### src/rtl/slink_rx_lane_merge.sv
// slink_rx_lane_merge: waits for SDS on every active lane, then un-stripes the
// deskewed lane data into full NUM_LANES*DATA_WIDTH words for the link layer.
// With fewer active lanes, several beats are gathered into each output word.
module slink_rx_lane_merge #(
  parameter int NUM_LANES  = 4,
  parameter int DATA_WIDTH = 8
) (
  input  logic                            clk,
  input  logic                            reset,
  input  logic                            enable,
  input  logic                            deskew_locked,
  input  logic [2:0]                      active_lanes,
  input  logic [NUM_LANES*DATA_WIDTH-1:0] rx_data_in,
  input  logic [NUM_LANES-1:0]            rx_data_valid,
  input  logic [NUM_LANES-1:0]            rx_sds_seen,
  output logic [NUM_LANES*DATA_WIDTH-1:0] link_data,
  output logic                            link_valid,
  output logic                            lane_err,
  output logic [1:0]                      merge_state
);

  localparam int LOGN = (NUM_LANES > 1) ? $clog2(NUM_LANES) : 0;
  localparam int KW   = (NUM_LANES > 1) ? $clog2(NUM_LANES) : 1;
  localparam int W    = NUM_LANES * DATA_WIDTH;

  typedef enum logic [1:0] {IDLE = 2'd0, WAIT_SDS = 2'd1, DATA = 2'd2} state_t;

  state_t               state;
  logic [2:0]           lane_log;   // latched log2 of the active lane count
  logic [KW-1:0]        k;          // beat index within the current word
  logic [W-1:0]         acc;        // partially assembled word
  logic [2:0]           lane_log_in;
  logic [NUM_LANES-1:0] lane_mask;
  logic                 all_valid, any_valid, sds_all, last_beat;
  logic [W-1:0]         merged;

  assign merge_state = state;

  // A requested lane count wider than the link collapses to all lanes.
  assign lane_log_in = (int'(active_lanes) > LOGN) ? 3'(LOGN) : active_lanes;

  // Lanes below L take part; the rest are masked out of every decision.
  always_comb begin
    lane_mask = '0;
    for (int i = 0; i < NUM_LANES; i++)
      lane_mask[i] = (i < (1 << lane_log));
  end

  assign all_valid = &(rx_data_valid | ~lane_mask);
  assign any_valid = |(rx_data_valid & lane_mask);
  assign sds_all   = &(rx_sds_seen | ~lane_mask);
  assign last_beat = (int'(k) == (NUM_LANES >> lane_log) - 1);

  // Drop this beat's lanes into slots k*L .. k*L+L-1 of the accumulator.
  always_comb begin
    merged = acc;
    for (int j = 0; j < NUM_LANES; j++)
      if ((j >> lane_log) == int'(k))
        merged[j*DATA_WIDTH +: DATA_WIDTH] =
          rx_data_in[(j & ((1 << lane_log) - 1))*DATA_WIDTH +: DATA_WIDTH];
  end

  // Merge FSM with registered word output and sticky lane-disagreement flag.
  always_ff @(posedge clk or posedge reset) begin
    if (reset) begin
      state      <= IDLE;
      lane_log   <= '0;
      k          <= '0;
      acc        <= '0;
      link_data  <= '0;
      link_valid <= 1'b0;
      lane_err   <= 1'b0;
    end else begin
      link_valid <= 1'b0;
      if (!enable || !deskew_locked) begin
        // Any partial word is abandoned; it is cleared on the way back out of IDLE.
        state <= IDLE;
      end else begin
        case (state)
          IDLE: begin
            state    <= WAIT_SDS;
            lane_log <= lane_log_in;
            lane_err <= 1'b0;
            acc      <= '0;
            k        <= '0;
          end
          WAIT_SDS: begin
            if (sds_all) state <= DATA;
          end
          DATA: begin
            if (all_valid) begin
              if (last_beat) begin
                link_data  <= merged;
                link_valid <= 1'b1;
                acc        <= '0;
                k          <= '0;
              end else begin
                acc <= merged;
                k   <= k + 1'b1;
              end
            end else if (any_valid) begin
              lane_err <= 1'b1;
            end
          end
          default: state <= IDLE;
        endcase
      end
    end
  end

endmodule

### config.mk
export PLATFORM = sky130hd
export DESIGN_NAME = slink_rx_lane_merge
export DESIGN_NICKNAME = d
export VERILOG_FILES = /design/src/rtl/slink_rx_lane_merge.sv
export SDC_FILE = /design/constraint.sdc
export NUM_CORES = 1
export LEC_CHECK = 0
export ABC_AREA = 1
export CAP_MARGIN = 5
export CORE_MARGIN = 4
export CORE_UTILIZATION = 50
export DETAILED_ROUTE_END_ITERATION = 7
export PLACE_DENSITY = 0.79
export SKIP_CTS_REPAIR_TIMING = 1
export SLEW_MARGIN = 5
export SYNTH_ARGS = -nofsm -noshare
export SYNTH_HDL_FRONTEND = slang
export SYNTH_SLANG_ARGS = --single-unit
### constraint.sdc
create_clock -name clk -period 2.3 [get_ports clk]
set_clock_uncertainty 0.05 [all_clocks]
set_input_delay 0.23 -clock clk [delete_from_list [all_inputs] [get_ports clk]]
set_output_delay 0.23 -clock clk [all_outputs]
set_load 0.01 [all_outputs]
==> impl_summary.log, run 1 <==
INFO  metric status = completed
INFO  metric finalWeightedCongestion = 0.826
INFO  metric final_max_slew_viol_count = 0
INFO  metric cts.root.buffer_cell = sky130_fd_sc_hd__clkbuf_8
INFO  metric synthTopCellsByArea = sky130_fd_sc_hd__dfrtp_1 (48%), sky130_fd_sc_hd__nand2_1 (32%), sky130_fd_sc_hd__nand3_1 (3.0%), sky130_fd_sc_hd__inv_1 (2.9%), sky130_fd_sc_hd__buf_6 (2.1%)
INFO  metric grt_pass1_wl = 16.5 mm
INFO  metric dpl.hpwl = 6.77 mm
INFO  metric tritoncts_buffer_count = 9
INFO  metric max-vdd-ir-drop = 333 uV
INFO  metric fin_util = 0.689
INFO  metric synth.distinct_cells = 21
INFO  metric overall_global_routing_resource_usage = 0.236
INFO  metric syn_avg_cell_area = 7.11 sq um
INFO  metric firstDrtPassIters = 5
INFO  metric synth_seq_area_share = 0.480
INFO  metric crit_arrival = 2.42 ns
INFO  metric clkSlewWorstSetupHoldPaths = 0.08 ns
INFO  metric setup.worst_path.end_class = register
INFO  metric syn-num-nets = 586
INFO  metric clock-sinks = 73
INFO  metric synth_edf_count = 0
INFO  metric timing.final.hold_violations = 0
INFO  metric worst_setup_path_startpoint = lane_log[2]
INFO  metric pwr_density_cell = 604 nW/um^2
INFO  metric layout.nets = 679
INFO  metric drive_above_1_share = 0.0918
INFO  metric fp.dieW = 95.2 um
INFO  metric criticalPathCategory = register to register
INFO  metric fmax = 448 MHz
INFO  metric first_iter_violations = 317
INFO  metric route.detailed.drc = 0
INFO  metric crit_fanout = 17
INFO  metric port_buffers = 82
INFO  metric yosysWarnings = 0
INFO  metric syn2layout_area_growth = 32.8%
INFO  metric synthDominantAreaCellType = sky130_fd_sc_hd__dfrtp_1
INFO  metric place_inst = 705
INFO  metric report.final.setup_viol = 0
INFO  metric htreeDepth = 3
INFO  metric critical_path.most_common_cell = sky130_fd_sc_hd__nand2_1
INFO  metric max_slew_margin = 0.698
INFO  metric clk_path_buf_depth = 2
INFO  metric grt_start_max_net_pins = 74
INFO  metric min_period_over_period = 0.971
INFO  metric yosys.cell_count.top_type = sky130_fd_sc_hd__nand2_1
INFO  metric initial_utilization = 0.519
INFO  metric total_power = 3050 uW
INFO  metric ios = 83
INFO  metric yosys.area.top_type_share = 0.480
INFO  metric power_leakage = 0.00273 uW
INFO  metric routed-via-count = 3704
INFO  metric antenna_cells = 0
INFO  metric peak_per_stage_delay_on_the_critical_path = 0.42 ns
INFO  metric drt-vias-per-instance = 5.07
INFO  metric floorplan.rows = 31
INFO  metric ant_nets = 0
INFO  metric grt_remaining_overflow = 0
INFO  metric cts_tree = built
INFO  metric post_synthesis_register_bit_count = 73
INFO  metric worst-slew-pin-transition = 0.452 ns
INFO  metric final_wirelength = 10.5 mm
INFO  metric crit_slowest_cell = sky130_fd_sc_hd__dfrtp_1
INFO  metric required = 2.49 ns
INFO  metric worst_skew_pair.late_latency = 0.35 ns
INFO  metric critical_path.cell_chain = nor2_4, nand2_2, buf_4, ha_1, a21oi_1, nand4_1, buf_4, nand2_1, nor2_4, buf_12, nand2_1, nand2_1
INFO  metric finalNonFillerCells = 731
INFO  metric first_global_vias = 3596
INFO  metric core-area = 7330 sq um
INFO  metric synth_commonest_cells = sky130_fd_sc_hd__nand2_1 (325), sky130_fd_sc_hd__dfrtp_1 (73), sky130_fd_sc_hd__inv_1 (29)
INFO  metric wl_per_cell = 14.4 um
INFO  metric maxCapViolCount = 0
INFO  metric hp-class = input pin to async pin
INFO  metric fp.dieH = 95.2 um
INFO  metric worst_reg2reg_startpoint = lane_log[2]
INFO  metric total_of_fill_cells_in_the_finished_design = 580
INFO  metric finalWorstPathRequiredPeriod = 2.23 ns
INFO  metric worst_setup_path_start_kind = register
INFO  metric syn-instance-count = 535
INFO  metric die_area = 9060 sq um
INFO  metric synth_async_sr_flop_share = 1.00
INFO  metric synth_top_flop_cell = sky130_fd_sc_hd__dfrtp_1
INFO  metric synth.cell_area = 3800 sq um
INFO  metric antenna_found_initial = 0
[logic make-up (layout without fill, tap and decap cells)]
logic type      count (synthesis)  in the layout  synth area share
compound gates                 26             26            0.0349
fa+ha+maj                       4              4            0.0132
flops                          73             73             0.480
buf+inv                        53            149            0.0704
simple gates                  379            380             0.401
[path summary, 6_finish.rpt]
path	to	cells past startpoint	slack, ns
max	k[0]	12	0.07
min	link_data[11]	3	0.24
max reg2reg	k[0]	12	0.07
min reg2reg	link_data[3]	2	0.42
max in group asynchronous	lane_log[1]	3	1.64
min in group clk	link_data[3]	2	0.42
[cell type report]
class | count | area, sq um | area share
flip-flops and latches | 73 | 1830 | 0.362
multi-input cells | 410 | 1730 | 0.343
repair buffers | 102 | 1060 | 0.209
inverters | 32 | 128 | 0.0253
clock buffers | 9 | 124 | 0.0245
well taps | 99 | 124 | 0.0245
clock inverters | 6 | 60.1 | 0.0119
[power breakdown]
| part | internal [uW] | switching (uW) | total [uW] |
|---|---|---|---|
| Combinational | 295 | 434 | 729 |
| Clock | 489 | 488 | 977 |
| Sequential | 1320 | 26.4 | 1350 |
[placed cells by master, fill, tap and decap left out, types with 2 or more instances in the layout]
cell type                           n
sky130_fd_sc_hd__clkbuf_16          2
sky130_fd_sc_hd__clkdlybuf4s50_1   82
sky130_fd_sc_hd__buf_4             14
sky130_fd_sc_hd__inv_2              4
sky130_fd_sc_hd__nor2_1            13
sky130_fd_sc_hd__clkbuf_8           9
sky130_fd_sc_hd__a21oi_1            9
sky130_fd_sc_hd__ha_1               3
sky130_fd_sc_hd__buf_12             4
sky130_fd_sc_hd__dfrtp_1           72
sky130_fd_sc_hd__o21ai_0           15
sky130_fd_sc_hd__nand3_2            3
sky130_fd_sc_hd__clkinv_2           3
sky130_fd_sc_hd__nand3_1           22
sky130_fd_sc_hd__nand4_1            4
sky130_fd_sc_hd__inv_1             27
sky130_fd_sc_hd__or2_2              2
sky130_fd_sc_hd__nand2_1          324
sky130_fd_sc_hd__nor2_4             6
sky130_fd_sc_hd__clkinvlp_4         2
sky130_fd_sc_hd__nand2_2            4
[critical path, delay by kind of cell, from the launching register on]
family          cells  cell delay (ns)
compound gates      1             0.15
buf+inv             3             0.45
flops               1             0.42
fa+ha+maj           1             0.28
simple gates        7             0.78
[routing by layer]
metal / GRT usage / up-vias / routed length, um
li1: - / 1814 / -
met1: 0.310 / 1683 / 4490
met2: 0.378 / 179 / 4860
met3: 0.0552 / 28 / 943
met4: 0.0913 / 0 / 212
met5: 0 / - / 0
[sequential cells by signal (all words and copies together) (netlist names)]
signal	count
link_data	32
k	2
link_valid	1
lane_err	1
merge_state	2
lane_log	3
acc	32
[metrics by stage]
step	hold WS, ns	TNS (ns)	instance area [sq um]	worst slack (ns)
6_report	0.241	0	5050	0.0667
5_1_grt	0.277	-0.129	5050	-0.0160
4_1_cts	0.250	-2.90	4870	-0.112
3_5_place_dp	0.409	-1.71	4690	-0.0752
3_3_place_gp	0.403	-0.00125	4690	-0.00125
2_1_floorplan	0.301	0	3800	0.167
Note: power is estimated with default switching activity, not from simulation.
==> run 2: changes to the inputs <==
==> constraint.sdc (replaced) <==
create_clock -name clk -period 2.13 [get_ports clk]
set_clock_uncertainty 0.05 [all_clocks]
set_input_delay 0.213 -clock clk [delete_from_list [all_inputs] [get_ports clk]]
set_output_delay 0.213 -clock clk [all_outputs]
set_load 0.01 [all_outputs]
==> run 2 against run 1 <==
The flow now finishes with violations (negative setup slack). Via count rose by 5.2%. Sequential share of layout area down 2.6 points. Clock power rose by 27%. Count of clock-buffer cells in the layout grew 2. Critical path depth up 1. Non-clock buffer count is 10 higher. Cell area rose by 7.8%. Core utilization up 5.4 points. Largest cell class is now multi-input combinational cells. Largest power group unchanged.
==> impl_summary.log, run 2 (synthesis results as in run 1) <==
INFO  metric worst_setup_path_start_kind = register
INFO  metric drive_above_1_share = 0.172 (+0.0803)
INFO  metric r2r_slack = -0.08 ns (-0.15 ns)
INFO  metric criticalPathCategory = register to register
INFO  metric max-vdd-ir-drop = 403 uV (+21%)
INFO  metric cts.root.buffer_cell = sky130_fd_sc_hd__clkbuf_8
INFO  metric stdcell_area = 5450 sq um (+7.8%)
INFO  metric worst-slew-pin-transition = 0.393 ns (-0.0590 ns)
INFO  metric grt_start_max_net_pins = 74 (unchanged)
INFO  metric first_global_vias = 3521 (-2.1%)
INFO  metric grt_pass1_wl = 16.6 mm (+0.80%)
INFO  metric ant_nets = 0 (unchanged)
INFO  metric syn2layout_area_growth = 43.2%
INFO  metric maxCapViolCount = 0 (unchanged)
INFO  metric timing.final.hold_violations = 0 (unchanged)
INFO  metric final_max_slew_viol_count = 0 (unchanged)
INFO  metric crit_fanout = 7 (-10)
INFO  metric die_area = 9060 sq um (unchanged)
INFO  metric fp.dieH = 95.2 um (unchanged)
INFO  metric crit_arrival = 2.46 ns (+0.04 ns)
INFO  metric clkSlewWorstSetupHoldPaths = 0.08 ns (about the same)
INFO  metric dpl-instance-area = 4740 sq um (+1.1%)
INFO  metric clock-sinks = 73 (unchanged)
INFO  metric total_power = 3600 uW (+18%)
INFO  metric routed-via-count = 3897 (+5.2%)
INFO  metric antenna_found_initial = 0 (unchanged)
INFO  metric antenna_cells = 0 (unchanged)
INFO  metric tritoncts_buffer_count = 9 (unchanged)
INFO  metric setup.worst_path.end_class = register
INFO  metric route.detailed.drc = 0 (unchanged)
INFO  metric required = 2.38 ns (-0.11 ns)
INFO  metric max_slew_margin = 0.738 (+0.0399)
INFO  metric grt_remaining_overflow = 0 (unchanged)
INFO  metric final.setup.worst_slack = -0.0807 ns (-0.147 ns)
INFO  metric fmax = 452 MHz (+1.0%)
INFO  metric top_regs = acc: 32 flops, link_data: 32 flops, lane_log: 3 flops
INFO  metric finalWorstPathRequiredPeriod = 2.21 ns (-0.0225 ns)
INFO  metric core-area = 7330 sq um (unchanged)
INFO  metric first_iter_violations = 385 (+21%)
INFO  metric htreeDepth = 3 (unchanged)
INFO  metric layout.nets = 691 (+1.8%)
INFO  metric status = complete, but fails checks
INFO  metric finalWeightedCongestion = 0.828 (+0.22%)
INFO  metric hp-class = input pin to async pin
INFO  metric final_wirelength = 11.9 mm (+13%)
INFO  metric power_leakage = 0.00292 uW (+7.0%)
INFO  metric floorplan.rows = 31 (unchanged)
INFO  metric layout.cells.most_common = sky130_fd_sc_hd__nand2_1
INFO  metric cts_tree = built
INFO  metric violations = negative setup slack
INFO  metric worst_skew_pair.late_latency = 0.36 ns (about the same)
INFO  metric min_period_over_period = 1.04 (+0.0669)
INFO  metric pwr_density_cell = 661 nW/um^2 (+9.3%)
INFO  metric firstDrtPassIters = 5 (unchanged)
INFO  metric wl_per_cell = 15.9 um (+11%)
INFO  metric port_buffers = 82 (unchanged)
INFO  metric setup_repair_after_global_routing_missed_its_margin = yes
INFO  metric clk_path_buf_depth = 2 (unchanged)
INFO  metric ios = 83 (unchanged)
INFO  metric overall_global_routing_resource_usage = 0.239 (+0.00277)
INFO  metric dpl.hpwl = 6.83 mm (+0.88%)
INFO  metric fp.dieW = 95.2 um (unchanged)
INFO  metric drt-vias-per-instance = 5.24 (+3.4%)
INFO  metric final_cell_mix = sky130_fd_sc_hd__nand2_1 (287), sky130_fd_sc_hd__clkdlybuf4s50_1 (82), sky130_fd_sc_hd__dfrtp_1 (71)
INFO  metric report.final.setup_viol = 33 (+33)
INFO  metric initial_utilization = 0.519 (unchanged)
[run 2: cell count changes in the layout (fill, tap and decap cells not counted), sizes merged]
cell / delta
buf: +9
clkbuf: +3
bufinv: +1
clkinvlp: -2
inv: +1
clkinv: +1
[run 2: worst max-delay path, cell delays in order, from the launching register on]
cell and delay [ns]:
sky130_fd_sc_hd__dfrtp_2 0.46, sky130_fd_sc_hd__nor2_4 0.15, sky130_fd_sc_hd__nand2_4 0.08, sky130_fd_sc_hd__ha_4 0.17, sky130_fd_sc_hd__ha_4 0.27, sky130_fd_sc_hd__inv_2 0.03, sky130_fd_sc_hd__nor2_2 0.06, sky130_fd_sc_hd__nand4_1 0.10
sky130_fd_sc_hd__buf_4 0.16, sky130_fd_sc_hd__nor2_4 0.15, sky130_fd_sc_hd__buf_12 0.18, sky130_fd_sc_hd__clkbuf_16 0.17, sky130_fd_sc_hd__nand2_4 0.05, sky130_fd_sc_hd__nand2_2 0.06
[run 2: final timing paths]
kind | startpoint | end | cells past startpoint
worst min register to register | link_data[7] | link_data[7] | 2
worst min-delay path | reset | link_data[17] | 3
worst max register to register | lane_log[1] | link_data[30] | 13
min in group clk | active_lanes[0] | lane_log[0] | 3
max in group asynchronous | reset | lane_log[0] | 3
worst max-delay path | lane_log[1] | link_data[30] | 13
[run 2: layout make-up]
cell class / count / area, sq um
Clock buffer: 11 / 141
Tap cell: 99 / 124
Sequential cell: 73 / 1830
Timing Repair inverter: 2 / 17.5
Multi-Input combinational cell: 410 / 1920
Clock inverter: 5 / 78.8
Inverter: 32 / 133
Fill cell: 516 / 1890
Timing Repair Buffer: 112 / 1200
[run 2: routing by layer]
layer,share of wire,up-vias,global-route usage
li1,-,1850,-
met1,0.39,1788,0.316
met2,0.47,216,0.382
met3,0.10,43,0.0513
met4,0.037,0,0.0950
met5,0,-,0
[run 2: where the power goes]
group	total, uW	leakage, uW	switching (uW)	internal [uW]
clock	1240	0.000113	546	690
sequential	1460	0.000994	32.0	1430
combinational	904	0.00181	534	370
total	3600	0.00292	1110	2490
[run 2: per-stage QoR]
step | hold slack [ns] | utilization | instances | setup TNS, ns | worst slack, ns
4_1_cts | 0.232 | 0.677 | 728 | -14.58 | -0.360
6_report | 0.210 | 0.743 | 744 | -1.94 | -0.0807
2_1_floorplan | 0.284 | - | 535 | 0 | 0.0137
3_5_place_dp | 0.408 | 0.647 | 712 | -13.64 | -0.305
5_1_grt | 0.250 | 0.743 | 744 | -7.27 | -0.197
3_3_place_gp | 0.403 | 0.647 | 712 | -5.19 | -0.156
==> run 3: changes to the inputs <==
--- a/config.mk
+++ b/config.mk
@@ -9,6 +9,7 @@
 export CAP_MARGIN = 5
 export CORE_MARGIN = 4
 export CORE_UTILIZATION = 50
+export CTS_BUF_LIST = sky130_fd_sc_hd__clkbuf_16
 export DETAILED_ROUTE_END_ITERATION = 7
 export PLACE_DENSITY = 0.79
 export SKIP_CTS_REPAIR_TIMING = 1
==> run 3 against run 2 <==
The run still ends with negative setup slack left. Final cell count is 0.13% lower. Via count is 1.8% higher. Global-route usage is 1.0 points higher. Register-to-register slack worse by 0.06 ns. Sequential share of layout area is 0.45 points lower. Routed wire length is 2.4% higher. Power is 11% higher. Core utilization is 1.0 points higher. Die area stayed put. Non-clock buffer count stayed put. Sequential cell count stayed put. Clock power is 31% higher. Largest cell class unchanged. Highest routed layer unchanged.
==> impl_summary.log, run 3 (synthesis results as in run 1) <==
INFO  metric fp.dieH = 95.2 um (unchanged)
INFO  metric finalWeightedCongestion = 0.828 (unchanged)
INFO  metric wl_per_cell = 16.3 um (+2.5%)
INFO  metric antenna_cells = 0 (unchanged)
INFO  metric firstDrtPassIters = 5 (unchanged)
INFO  metric dpl.hpwl = 6.83 mm (unchanged)
INFO  metric cts_tree = built
INFO  metric drt-vias-per-instance = 5.34 (+1.9%)
INFO  metric core-area = 7330 sq um (unchanged)
INFO  metric crit_arrival = 2.50 ns (+0.04 ns)
INFO  metric route.detailed.drc = 0 (unchanged)
INFO  metric finalWorstPathRequiredPeriod = 2.27 ns (+0.0616 ns)
INFO  metric max_slew_margin = 0.713 (-0.0252)
INFO  metric crit_slowest_cell = sky130_fd_sc_hd__dfrtp_2
INFO  metric routed-via-count = 3967 (+1.8%)
INFO  metric grt_start_max_net_pins = 74 (unchanged)
INFO  metric required = 2.36 ns (-0.02 ns)
INFO  metric power_leakage = 0.00300 uW (+3.0%)
INFO  metric worst_setup_path_start_kind = register
INFO  metric ant_nets = 0 (unchanged)
INFO  metric finalHoldWorstSlack = 0.239 ns (+0.0298 ns)
INFO  metric htreeDepth = 3 (unchanged)
INFO  metric fmax = 440 MHz (-2.7%)
INFO  metric layout.cells.most_common = sky130_fd_sc_hd__nand2_1
INFO  metric maxCapViolCount = 0 (unchanged)
INFO  metric grt_remaining_overflow = 0 (unchanged)
INFO  metric worst_skew_pair.late_latency = 0.34 ns (-0.02 ns)
INFO  metric peak_per_stage_delay_on_the_critical_path = 0.45 ns (about the same)
INFO  metric final.setup.worst_slack = -0.142 ns (-0.0616 ns)
INFO  metric fin_util = 0.753 (+0.0101)
INFO  metric floorplan.rows = 31 (unchanged)
INFO  metric clk_path_buf_depth = 2 (unchanged)
INFO  metric pwr_density_cell = 721 nW/um^2 (+9.1%)
INFO  metric fp.dieW = 95.2 um (unchanged)
INFO  metric die_area = 9060 sq um (unchanged)
INFO  metric final_wirelength = 12.1 mm (+2.4%)
INFO  metric crit_fanout = 6 (-1)
INFO  metric hp-class = input pin to async pin
INFO  metric criticalPathCategory = register to register
INFO  metric final_max_slew_viol_count = 0 (unchanged)
INFO  metric report.final.setup_viol = 35 (+6.1%)
INFO  metric overall_global_routing_resource_usage = 0.249 (+0.0103)
INFO  metric first_iter_violations = 507 (+32%)
INFO  metric critical_path.cell_chain = nor2_4, nand2_4, ha_4, ha_4, inv_2, nor2_2, nand4_1, buf_4, nor2_4, buf_8, clkbuf_16, nand2_2, nand2_1
INFO  metric clkSlewWorstSetupHoldPaths = 0.06 ns (-0.02 ns)
INFO  metric violations = negative setup slack
INFO  metric timing.final.hold_violations = 0 (unchanged)
INFO  metric status = complete, but fails checks
INFO  metric first_global_vias = 3611 (+2.6%)
INFO  metric min_period_over_period = 1.07 (+0.0289)
INFO  metric tritoncts_buffer_count = 9 (unchanged)
INFO  metric grt_pass1_wl = 17.2 mm (+3.8%)
INFO  metric total_of_fill_cells_in_the_finished_design = 504 (-2.3%)
INFO  metric setup.worst_path.end_class = register
INFO  metric drive_above_1_share = 0.174 (+0.00182)
INFO  metric initial_utilization = 0.519 (unchanged)
INFO  metric clock-sinks = 73 (unchanged)
INFO  metric ios = 83 (unchanged)
INFO  metric setup_repair_after_global_routing_missed_its_margin = yes
INFO  metric top_regs = acc: 32 flops, link_data: 32 flops, lane_log: 3 flops
INFO  metric cts.root.buffer_cell = sky130_fd_sc_hd__clkbuf_16
INFO  metric port_buffers = 82 (unchanged)
INFO  metric syn2layout_area_growth = 45.1%
INFO  metric antenna_found_initial = 0 (unchanged)
INFO  metric worst-slew-pin-transition = 0.427 ns (+0.0338 ns)
INFO  metric final_cell_mix = sky130_fd_sc_hd__nand2_1 (283), sky130_fd_sc_hd__clkdlybuf4s50_1 (82), sky130_fd_sc_hd__dfrtp_1 (71)
INFO  metric max-vdd-ir-drop = 471 uV (+17%)
INFO  metric layout.nets = 690 (-0.14%)
run 3: worst max-delay path, delay by kind of cell (launching register included):
family        cells  cell delay (ns)
flops             1             0.45
simple gates      7             0.71
buf+inv           4             0.55
fa+ha+maj         2             0.42
run 3: layout make-up:
cell class	count	area (sq um)	area share
flip-flops and latches	73	1830	0.331
repair inverters	1	8.76	0.00159
inverters	32	133	0.0240
clock buffers	9	225	0.0408
multi-input cells	410	1930	0.350
clock inverters	7	86.3	0.0156
repair buffers	112	1180	0.214
well taps	99	124	0.0224
run 3: metal layers:
layer / vias up / wire [um] / global-route usage
met5: - / 0 / 0
li1: 1847 / - / -
met4: 0 / 430 / 0.0950
met2: 247 / 5680 / 0.395
met1: 1824 / 4920 / 0.323
met3: 49 / 1110 / 0.0710
run 3: per-stage QoR:
step                TNS, ns  setup WS [ns]  instance area [sq um]  std cells  power (uW)
floorplan                 0         0.0137                   3800        535        1940
global placement      -5.19         -0.156                   4740        712        2230
detailed placement   -13.64         -0.305                   4740        712        2250
global route          -8.25         -0.225                   5520        743        4150
finish                -3.33         -0.142                   5520        743        3980
CTS                  -14.91         -0.372                   5050        728        3850
run 3: path summary, 6_finish.rpt:
path                                 start             to  slack [ns]  cells after the start
setup / recovery               lane_log[1]  link_data[25]       -0.14                     13
hold / removal                       reset  link_data[17]        0.24                      3
setup reg to reg               lane_log[1]  link_data[25]       -0.14                     13
hold reg to reg              link_data[16]  link_data[16]        0.42                      2
max in group asynchronous            reset    lane_log[0]        1.47                      3
min in group clk           active_lanes[0]    lane_log[0]        0.41                      3
run 3: where the power goes:
part           switching (uW)  total [uW]  internal, uW
logic                     544         901           358
clock network             603        1620          1010
registers                31.0        1460          1430
total                    1180        3980          2800
